[src/rtl/id_ex_skid_stage_pkg.sv]
// Shared widths, op codes and state encoding for the ID->EX skid stage.
package id_ex_skid_stage_pkg;

  localparam int DATA_W_DEF = 64;
  localparam int PC_W_DEF   = 64;
  localparam int OP_W_DEF   = 5;
  localparam int RD_W_DEF   = 5;

  localparam logic [OP_W_DEF-1:0] OP_NOP = '0;

  // Encoding is {skid_v, main_v}; 2'b10 cannot occur because skid only fills behind main.
  typedef enum logic [1:0] {
    ST_EMPTY = 2'b00,
    ST_BUSY  = 2'b01,
    ST_FULL  = 2'b11
  } stage_state_e;

  function automatic int entry_w(input int data_w, input int pc_w, input int op_w, input int rd_w);
    return 3 * data_w + pc_w + op_w + rd_w + 1;
  endfunction

endpackage

[src/rtl/id_ex_skid_stage_pipe_slot.sv]
// One pipeline entry: a valid bit plus a payload register that loads only when told to.
module id_ex_skid_stage_pipe_slot #(
  parameter int W = 8
) (
  input  logic         clock,
  input  logic         reset,
  input  logic         valid_d,
  input  logic         load,
  input  logic [W-1:0] data_d,
  output logic         valid_q,
  output logic [W-1:0] data_q
);

  always_ff @(posedge clock or posedge reset) begin
    if (reset) begin
      valid_q <= 1'b0;
      data_q  <= '0;
    end else begin
      valid_q <= valid_d;
      if (load) data_q <= data_d;
    end
  end

endmodule

[src/rtl/id_ex_skid_stage.sv]
// ID->EX register built as a two-entry skid buffer; in_ready depends only on the skid flop.
module id_ex_skid_stage
  import id_ex_skid_stage_pkg::*;
#(
  parameter int DATA_W = DATA_W_DEF,
  parameter int PC_W   = PC_W_DEF,
  parameter int OP_W   = OP_W_DEF,
  parameter int RD_W   = RD_W_DEF
) (
  input  logic              clock,
  input  logic              reset,
  input  logic              flush,
  input  logic              in_valid,
  output logic              in_ready,
  input  logic [DATA_W-1:0] in_num1,
  input  logic [DATA_W-1:0] in_num2,
  input  logic [DATA_W-1:0] in_imm,
  input  logic [PC_W-1:0]   in_pc,
  input  logic [OP_W-1:0]   in_op,
  input  logic [RD_W-1:0]   in_rd,
  input  logic              in_rf_wen,
  output logic              out_valid,
  input  logic              out_ready,
  output logic [DATA_W-1:0] out_num1,
  output logic [DATA_W-1:0] out_num2,
  output logic [DATA_W-1:0] out_imm,
  output logic [PC_W-1:0]   out_pc,
  output logic [OP_W-1:0]   out_op,
  output logic [RD_W-1:0]   out_rd,
  output logic              out_rf_wen,
  output stage_state_e      dbg_state
);

  localparam int ENTRY_W = entry_w(DATA_W, PC_W, OP_W, RD_W);

  logic [ENTRY_W-1:0] in_entry;
  logic [ENTRY_W-1:0] main_entry_d;
  logic [ENTRY_W-1:0] main_entry_q;
  logic [ENTRY_W-1:0] skid_entry_q;
  logic               main_v_d, main_v_q;
  logic               skid_v_d, skid_v_q;
  logic               main_load, skid_load;
  logic               accept, issue;

  assign in_entry  = {in_num1, in_num2, in_imm, in_pc, in_op, in_rd, in_rf_wen};
  assign in_ready  = ~skid_v_q;
  assign out_valid = main_v_q;
  assign accept    = in_valid & in_ready;
  assign issue     = main_v_q & out_ready;
  assign dbg_state = stage_state_e'({skid_v_q, main_v_q});

  assign {out_num1, out_num2, out_imm, out_pc, out_op, out_rd, out_rf_wen} = main_entry_q;

  always_comb begin
    main_v_d     = main_v_q;
    skid_v_d     = skid_v_q;
    main_load    = 1'b0;
    skid_load    = 1'b0;
    main_entry_d = in_entry;
    if (flush) begin
      // Payload is left in place; clearing the valid bits is enough to drop everything.
      main_v_d = 1'b0;
      skid_v_d = 1'b0;
    end else begin
      case (dbg_state)
        ST_EMPTY: begin
          if (accept) begin
            main_v_d  = 1'b1;
            main_load = 1'b1;
          end
        end
        ST_BUSY: begin
          if (accept && !issue) begin
            skid_v_d  = 1'b1;
            skid_load = 1'b1;
          end else if (issue && !accept) begin
            main_v_d = 1'b0;
          end else if (accept && issue) begin
            main_load = 1'b1;
          end
        end
        ST_FULL: begin
          if (issue) begin
            skid_v_d     = 1'b0;
            main_load    = 1'b1;
            main_entry_d = skid_entry_q;
          end
        end
        default: begin
          main_v_d = 1'b0;
          skid_v_d = 1'b0;
        end
      endcase
    end
  end

  id_ex_skid_stage_pipe_slot #(.W(ENTRY_W)) u_main (
    .clock   (clock),
    .reset   (reset),
    .valid_d (main_v_d),
    .load    (main_load),
    .data_d  (main_entry_d),
    .valid_q (main_v_q),
    .data_q  (main_entry_q)
  );

  id_ex_skid_stage_pipe_slot #(.W(ENTRY_W)) u_skid (
    .clock   (clock),
    .reset   (reset),
    .valid_d (skid_v_d),
    .load    (skid_load),
    .data_d  (in_entry),
    .valid_q (skid_v_q),
    .data_q  (skid_entry_q)
  );

endmodule

[config.mk]
export PLATFORM = sky130hd
export DESIGN_NAME = id_ex_skid_stage
export DESIGN_NICKNAME = d
export VERILOG_FILES = /design/src/rtl/id_ex_skid_stage_pkg.sv /design/src/rtl/id_ex_skid_stage_pipe_slot.sv /design/src/rtl/id_ex_skid_stage.sv
export SDC_FILE = /design/constraint.sdc
export NUM_CORES = 1
export LEC_CHECK = 0
export CAP_MARGIN = 20
export CORE_AREA = 2 2 188 282
export CTS_BUF_LIST = sky130_fd_sc_hd__clkbuf_8 sky130_fd_sc_hd__clkbuf_16
export DETAILED_ROUTE_END_ITERATION = 16
export DIE_AREA = 0 0 190 284
export PLACE_DENSITY = 0.72
export RECOVER_POWER = 25
export SYNTH_ARGS = -nofsm -noshare
export SYNTH_HDL_FRONTEND = slang
export SYNTH_SLANG_ARGS = --single-unit
[constraint.sdc]
create_clock -name clock -period 19.14 [get_ports clock]
set_input_delay 4.785 -clock clock [delete_from_list [all_inputs] [get_ports clock]]
set_output_delay 4.785 -clock clock [all_outputs]
set_load 0.02 [all_outputs]
==> metrics.txt, run 1 <==
status=finished with violations; failing checks=max-capacitance violations, max-slew violations; Routed Antenna Nets=0; Logic pwr share=23.2%; FMAX=93.47 MHz; Yosys cell types=17; Setup Fix Bufs, Post-CTS=0; Mapped Nets=1,711; Worst VDD drop=87.24 uV; Remaining Overflow, GRT=0; gr usage total=20.84%; relative slew slack=-131.6%; WS Path Type=in -> async; # nets final=2,234; total number of vias=13,850; CP Launch Type=input port; DRC marker count from the first detailed-route iteration=438; switching power as a share of total power=26.83%; syn avg cell area=15.99 um2; Leak=12.98 nW; sequential fraction of the synthesis area=58.31%; Die Y=284 um; commonest non-fill, non-tap cell in the layout=mux2_2; setup_tns=0 ps; Gate Count Post-Synth=1,439; cts hold-fix bufs=0; clk_lat worst skew=560 ps; crit path DAT=11,260 ps; PnR worst setup slack=8441 ps; first-pass GRT wire length=87.90 mm; vias per std cell=5.143; CTS tree=yes; most frequent cells in the layout=779 x mux2_2, 536 x dfrtp_1, 481 x clkdlybuf4s50_1; part of the cycle the worst path needs=55.90%; H-Tree Level Count=2; P&R area growth vs syn=33.79%; layout cell share with drive strength beyond 1=44.16%; crit end category=asynchronous set/reset pin; DIE AREA=53,960 um2; PostCTS Resize Cnt=0; CTS Root Cell=clkbuf_16; max-slew violation count=112; Worst EP required=19,700 ps; DRT Pass-1 Iters=4; post-DP HPWL=38.75 mm; CTS buffer count=51; post-route cell area=30,780 um2; actual slew at the worst max-slew pin=3475 ps; Routed WL=56.50 mm; clock-pin slew on the worst setup and hold paths=60 ps; Die Wd=190 um; Psw=0.8895 mW; Yosys warnings=0; vias in the first global route=15,270; CP max FO=72; routability cong.=0.7951; initial antenna violation count=17; Netlist Area Pre-Place=23,000 um2; clock share of power=31.4%; final core occ=59.84%; Max Cap Violations=2; RSZ-0062 raised after global routing=false; Core ar.=51,430 um2; Placed Area=29,000 um2; type of the most critical hold path=reg -> reg; DRC Markers=0; Clock Sinks=536; post-synthesis register bit count=536; Hold Vio Cnt, Final=0; Rows=102; clock skew=10.70 ps; DR WL/cell=20.98 um; Bufs on Longest Clock Path=3; input/output buffers=542; I/O pin cnt=543; Place WS=9966 ps; PD cells=107.7 nW/um2; Flop pwr share=45.5%; min Tclk post-route=10,700 ps; Final setup viols=0; initial core utilization=44.73%; Int Power=2.426 mW; largest net degree at the start of global routing=184
## per-stage QoR
step,total power [mW],hold slack [ps],cells
final,3.315,479.4,2693
after CTS,3.368,487.7,2678
after global placement,2.275,467.5,2584
after global routing,3.474,504.7,2693
after floorplan,1.925,475.4,1439
after detailed placement,2.312,473.8,2585
## cells in the mapped netlist (all sizes together)
| cell type | n | area, um2 |
|---|---|---|
| a2111oi | 1 | 15.01 |
| a21oi | 1 | 5.000 |
| buf | 80 | 459.2 |
| clkbuf | 9 | 33.78 |
| dfrtp | 536 | 13410 |
| inv | 3 | 11.26 |
| mux2 | 801 | 9020 |
| nand2 | 1 | 3.750 |
| nand3 | 1 | 5.000 |
| nand4b | 1 | 8.760 |
| nor2 | 1 | 3.750 |
| nor2b | 2 | 12.51 |
| nor3b | 1 | 7.510 |
| o21ai | 1 | 5.000 |
## power groups by stage
stage / logic (mW) / registers (mW) / clock network [mW]
6_report: 0.768 / 1.51 / 1.04
5_1_grt: 0.815 / 1.54 / 1.12
4_1_cts: 0.787 / 1.51 / 1.07
3_5_place_dp: 0.784 / 1.53 / 0
3_3_place_gp: 0.765 / 1.51 / 0
2_1_floorplan: 0.290 / 1.63 / 0
## metal layers
metal  share of wire, %  up-vias  global-route usage [%]
met5              0.041        -                       0
met4                5.2        4                   11.09
met2                 51      426                   35.60
li1                   -     6240                       -
met3                6.6      137                   5.417
met1                 37     7044                   23.79
## area by class of cell
class | count | area, um2
well taps | 676 | 845.8
clock buffers | 67 | 1519
inverters | 3 | 12.51
fillers | 3969 | 20650
multi-input cells | 811 | 9111
flip-flops and latches | 536 | 13410
diodes | 15 | 37.54
repair buffers | 559 | 5603
clock inverters | 26 | 235.2
## worst paths after layout
| path | start | end | slack (ps) | cells past startpoint |
|---|---|---|---|---|
| worst max-delay path | reset | u_main.data_q[15]$_DFFE_PP0P_ | 8440 | 6 |
| worst min-delay path | u_main.data_q[265]$_DFFE_PP0P_ | u_main.data_q[265]$_DFFE_PP0P_ | 480 | 1 |
| worst max register to register | u_main.valid_q$_DFFE_PP0P_ | u_main.data_q[8]$_DFFE_PP0P_ | 13780 | 6 |
| worst min register to register | u_main.data_q[265]$_DFFE_PP0P_ | u_main.data_q[265]$_DFFE_PP0P_ | 480 | 1 |
| max in group clock | flush | u_main.data_q[8]$_DFFE_PP0P_ | 9360 | 7 |
| min in group asynchronous | reset | u_skid.data_q[181]$_DFFE_PP0P_ | 4880 | 2 |
## worst max-delay path: stages
cell	delay, ps
dlygate4sd3_1	570
clkinvlp_2	600
clkbuf_1	2480
buf_4	1050
buf_4	740
buf_4	800
## cell families (layout without fill, tap and decap cells)
logic type	count (synthesis)	in the layout	share of synthesized area (%)
AOI/OAI and AO/OA	3	3	0.1087
other	0	15	0
buffers and inverters	92	655	2.192
DFF	536	536	58.31
and+or+nand+nor	7	7	0.1795
muxes	801	801	39.21
## flip-flops by register name (all words and copies together) (netlist names)
register        flops
u_main.data_q     267
u_skid.data_q     267
u_main.valid_q      1
u_skid.valid_q      1
Power figures use the tool's default switching activity.
==> run 2, diff against run 1 <==
CORE_AREA = 2 2 184 276   (was 2 2 188 282)
DIE_AREA = 0 0 186 278   (was 0 0 190 284)
clock period = 10.2 ns   (was 19.14 ns; I/O delays follow)
==> run 2 against run 1 <==
Against the previous run: the flow still finishes with violations (max-capacitance violations, max-slew violations); total power grew 84%; via count shrank 0.22%; combinational power grew 85%; clock-buffer cell count shrank 1; setup slack lost 5100 ps; core utilization grew 2.1 points; sequential share of layout area grew 0.23 points; critical path depth shrank 2; register-to-register slack lost 6900 ps; final cell count shrank 0.67%; wire length grew 0.24%; global-route usage grew 0.87 points; critical path type unchanged; largest power group unchanged.
==> metrics.txt, run 2 (same netlist as run 1, synthesis figures left out) <==
status=finished with violations; failing checks=max-capacitance violations, max-slew violations; Hold Vio Cnt, Final=0; Max Cap Violations=3; layout cell share with drive strength beyond 1=43.52%; clock skew=9.783 ps; worst r2r src=u_main.valid_q$_DFFE_PP0P_; CP max FO=159; Worst VDD drop=148.8 uV; clk_lat worst skew=580 ps; Routed Antenna Nets=0; Core ar.=49,420 um2; Setup crit end=u_main.data_q[102]$_DFFE_PP0P_; Rows=100; type of the most critical hold path=reg -> reg; DRC marker count from the first detailed-route iteration=511; switching power as a share of total power=27.16%; commonest non-fill, non-tap cell in the layout=mux2_2; CP Launch Type=input port; PostCTS Resize Cnt=0; FMAX=145.0 MHz; gr usage total=21.71%; DIE AREA=51,710 um2; Regs by FF count=u_main.data_q x267, u_skid.data_q x267; # fillers=3,794; CTS tree=yes; vias in the first global route=15,000; PD cells=199.5 nW/um2; Worst EP required=10,790 ps; Routed WL=56.63 mm; WS Path Type=in -> async; DRC Markers=0; r2r setup slk=6870 ps; Flop pwr share=46.2%; crit end category=asynchronous set/reset pin; Setup Fix Bufs, Post-CTS=0; P&R area growth vs syn=33.08%; cts hold-fix bufs=0; crit path DAT=7480 ps; CTS Root Cell=clkbuf_16; vias per std cell=5.166; reg-to-reg endpoint=u_main.data_q[74]$_DFFE_PP0P_; relative slew slack=-125.7%; DRT Pass-1 Iters=4; critical path startpoint=reset; Final setup viols=0; CTS buffer count=52; clock share of power=30.4%; CP Depth=4; actual slew at the worst max-slew pin=3386 ps; H-Tree Level Count=2; max-slew violation count=230; Psw=1.659 mW; Bufs on Longest Clock Path=3; Die Wd=186 um; Buf/Inv on CP=4; largest net degree at the start of global routing=160; CP top delay family=buffers and inverters; Crit-path slowest cell=clkbuf_2; Remaining Overflow, GRT=0; Int Power=4.449 mW; max incr delay on CP=2440 ps; Die Y=278 um; min Tclk post-route=6894 ps; Leak=12.97 nW; DR WL/cell=21.17 um; Place WS=4295 ps; I/O pin cnt=543; setup_tns=0 ps; first-pass GRT wire length=86.38 mm; total number of vias=13,820; RSZ-0062 raised after global routing=false; PnR worst setup slack=3306 ps; # nets final=2,231; input/output buffers=542; R2R cell count=5; initial core utilization=46.54%; part of the cycle the worst path needs=67.59%; post-DP HPWL=38.46 mm; most frequent cells in the layout=779 x mux2_2, 536 x dfrtp_1, 432 x clkdlybuf4s50_1; routability cong.=0.8244; critical path, cell by cell=dlygate4sd3_1 > clkinvlp_2 > clkbuf_2 > buf_12; Clock Sinks=536; initial antenna violation count=16; clock-pin slew on the worst setup and hold paths=60 ps; Logic pwr share=23.3%
run 2: cell types whose count changed in the layout (fill, tap and decap cells not counted):
cell             before  now
bufinv_16             4    1
buf_4                11    7
buf_16                1    0
dlygate4sd3_1        61  110
clkbuf_1              2    1
inv_1                 8   20
clkdlybuf4s50_1     481  432
clkbuf_2              0    1
diode_2              15   13
clkinv_4              2    0
clkinvlp_4            2    0
clkinv_2             12    9
clkbuf_8             14   13
buf_12                3    4
run 2: power groups by stage:
stage,clock (mW),combinational [mW],sequential [mW]
after floorplan,0,0.545,3.07
after global placement,0,1.44,2.83
after detailed placement,0,1.47,2.87
after CTS,1.91,1.48,2.83
after global routing,2.00,1.51,2.89
final,1.86,1.42,2.82
run 2: per-stage QoR:
| stage | util, % | hold WS, ps | power (mW) | instances | area [um2] |
|---|---|---|---|---|---|
| 5_1_grt | 61.94 | 506.1 | 6.402 | 2675 | 30610 |
| 2_1_floorplan | - | 475.4 | 3.612 | 1439 | 23010 |
| 4_1_cts | 61.92 | 487.6 | 6.219 | 2662 | 30600 |
| 3_5_place_dp | 58.58 | 474.1 | 4.336 | 2568 | 28950 |
| 3_3_place_gp | 58.58 | 466.9 | 4.270 | 2568 | 28950 |
| 6_report | 61.94 | 479.7 | 6.109 | 2675 | 30610 |
run 2: routing by layer:
layer	GRT usage, %	up-vias	part of all wire [%]
met2	37.80	394	51
li1	-	6246	-
met5	0	-	0.074
met3	6.098	128	6.9
met4	11.47	6	5.4
met1	23.76	7046	36
run 2: cell type report:
cell class	instances	area [um2]	share of cell area [%]
tap	663	829.5	2.710
timing repair buffer	555	5567	18.18
clock buffer	66	1505	4.917
inverter	3	12.51	0.04087
clock inverter	28	142.6	0.4659
sequential	536	13410	43.81
multi-input combinational	811	9111	29.76
antenna	13	32.53	0.1063
run 2: how the worst min path moves through the flow:
stage	slack [ps]	end	startpoint	depth (start not counted)
2_1_floorplan	480	u_skid.data_q[0]$_DFFE_PP0P_	u_skid.data_q[0]$_DFFE_PP0P_	1
3_3_place_gp	470	u_main.data_q[215]$_DFFE_PP0P_	u_main.data_q[215]$_DFFE_PP0P_	1
3_5_place_dp	470	u_main.data_q[58]$_DFFE_PP0P_	u_main.data_q[58]$_DFFE_PP0P_	1
4_1_cts	490	u_main.data_q[58]$_DFFE_PP0P_	u_main.data_q[58]$_DFFE_PP0P_	1
5_1_grt	510	u_main.data_q[158]$_DFFE_PP0P_	u_main.data_q[158]$_DFFE_PP0P_	1
6_report	480	u_main.data_q[58]$_DFFE_PP0P_	u_main.data_q[58]$_DFFE_PP0P_	1
==> run 3, diff against run 2 <==
CORE_AREA = 2 2 188 282   (was 2 2 184 276)
DIE_AREA = 0 0 190 284   (was 0 0 186 278)
clock period = 6.1 ns   (was 10.2 ns; I/O delays follow)
==> run 3 against run 2 <==
Against the previous run: the flow still finishes with violations (max-capacitance violations, max-slew violations); global-route usage shrank 0.92 points; critical path depth fell by 1; largest cell class unchanged; design area is 0.56% higher; combinational power increased by 72%; core utilization is 2.1 points lower.
==> metrics.txt, run 3 (same netlist as run 1, synthesis figures left out) <==
status=finished with violations; failing checks=max-capacitance violations, max-slew violations; CP top delay family=buffers and inverters; Worst VDD drop=284.2 uV; FMAX=245.2 MHz; Remaining Overflow, GRT=0; Clock Sinks=536; min Tclk post-route=4078 ps; initial antenna violation count=9; CP max FO=71; clock share of power=30.8%; Routed Antenna Nets=0; Rows=102; input/output buffers=542; # nets final=2,236; DRT Pass-1 Iters=4; Routed WL=56.76 mm; P&R area growth vs syn=33.82%; Die Y=284 um; routability cong.=0.8291; Core ar.=51,430 um2; crit end category=asynchronous set/reset pin; DRC marker count from the first detailed-route iteration=466; Setup Fix Bufs, Post-CTS=0; Hold Vio Cnt, Final=0; CTS tree=yes; H-Tree Level Count=2; initial core utilization=44.73%; Max Cap Violations=1; Regs by FF count=u_main.data_q x267, u_skid.data_q x267; max incr delay on CP=1410 ps; Buf/Inv on CP=3; largest net degree at the start of global routing=145; max-slew violation count=72; Die Wd=190 um; I/O pin cnt=543; total number of vias=13,900; Psw=2.788 mW; gr usage total=20.79%; vias per std cell=5.172; clk_lat worst skew=560 ps; most frequent cells in the layout=779 x mux2_2, 540 x clkdlybuf4s50_1, 536 x dfrtp_1; post-route cell area=30,780 um2; PnR worst setup slack=2022 ps; Placed Area=29,080 um2; vias in the first global route=15,010; DRC Markers=0; Layout Cells excl Fill=2,687; PostCTS Resize Cnt=0; Int Power=7.576 mW; final core occ=59.85%; layout cell share with drive strength beyond 1=44.01%; Flop pwr share=45.7%; clock skew=9.613 ps; commonest non-fill, non-tap cell in the layout=mux2_2; Leak=12.98 nW; Logic pwr share=23.5%; CTS Root Cell=clkbuf_16; switching power as a share of total power=26.90%; clock-pin slew on the worst setup and hold paths=60 ps; crit path DAT=4400 ps; DR WL/cell=21.13 um; Cells after DPL=2,586; CP Launch Type=input port; type of the most critical hold path=reg -> reg; first-pass GRT wire length=87.95 mm; part of the cycle the worst path needs=66.85%; Place WS=2150 ps; relative slew slack=-20.12%; post-DP HPWL=38.47 mm; WS Path Type=in -> async; critical path, cell by cell=dlygate4sd3_1 > clkinvlp_2 > clkbuf_2; actual slew at the worst max-slew pin=1802 ps; Bufs on Longest Clock Path=3; DIE AREA=53,960 um2; Worst EP required=6420 ps; Final setup viols=0; cts hold-fix bufs=0; CTS buffer count=52; RSZ-0062 raised after global routing=false; Pwr Total=10.36 mW; Crit-path slowest cell=clkbuf_2; PD cells=336.7 nW/um2
-- run 3: layout make-up --
cell class | instances | area, um2
fillers | 4020 | 20650
flip-flops and latches | 536 | 13410
multi-input cells | 811 | 9111
repair buffers | 560 | 5675
clock buffers | 69 | 1546
well taps | 676 | 845.8
clock inverters | 23 | 156.4
diodes | 9 | 22.52
inverters | 3 | 12.51
-- run 3: final timing paths --
check,from,endpoint,slack (ps),cells after the start
worst max-delay path,reset,u_main.data_q[16]$_DFFE_PP0P_,2020,3
worst min-delay path,u_main.data_q[128]$_DFFE_PP0P_,u_main.data_q[128]$_DFFE_PP0P_,490,1
worst max register to register,u_main.valid_q$_DFFE_PP0P_,u_skid.data_q[86]$_DFFE_PP0P_,3540,4
worst min register to register,u_main.data_q[128]$_DFFE_PP0P_,u_main.data_q[128]$_DFFE_PP0P_,490,1
max in group clock,out_ready,u_skid.data_q[86]$_DFFE_PP0P_,2540,5
min in group asynchronous,reset,u_skid.data_q[206]$_DFFE_PP0P_,1730,2
-- run 3: per-stage QoR --
stage | hold WS, ps | setup TNS (ps)
floorplan | 475.4 | -1454180
global placement | 466.2 | 0
detailed placement | 476.3 | 0
global route | 502.5 | 0
CTS | 490.4 | 0
finish | 486.0 | 0
-- run 3: routing by layer --
metal,GRT usage (%),vias up,share of wire (%),wire (um)
met4,8.488,0,3.2,1829
met1,24.00,7148,39,21860
met2,36.69,406,52,29420
li1,-,6251,-,-
met5,0,-,0,0
met3,5.070,91,6.4,3660
-- run 3: power by group through the flow --
stage	logic (mW)	registers [mW]	clock network (mW)
after floorplan	0.911	5.13	0
after global placement	2.41	4.74	0
after detailed placement	2.46	4.79	0
after CTS	2.47	4.74	3.29
after global routing	2.58	4.83	3.44
final	2.44	4.74	3.19
-- run 3: worst register-to-register path: cells and delay by family, from the launching register on --
kind	cells	cell delay, ps
AND/OR/NAND/NOR	2	830
buffers and inverters	1	400
flip-flops	1	520
multiplexers	1	690
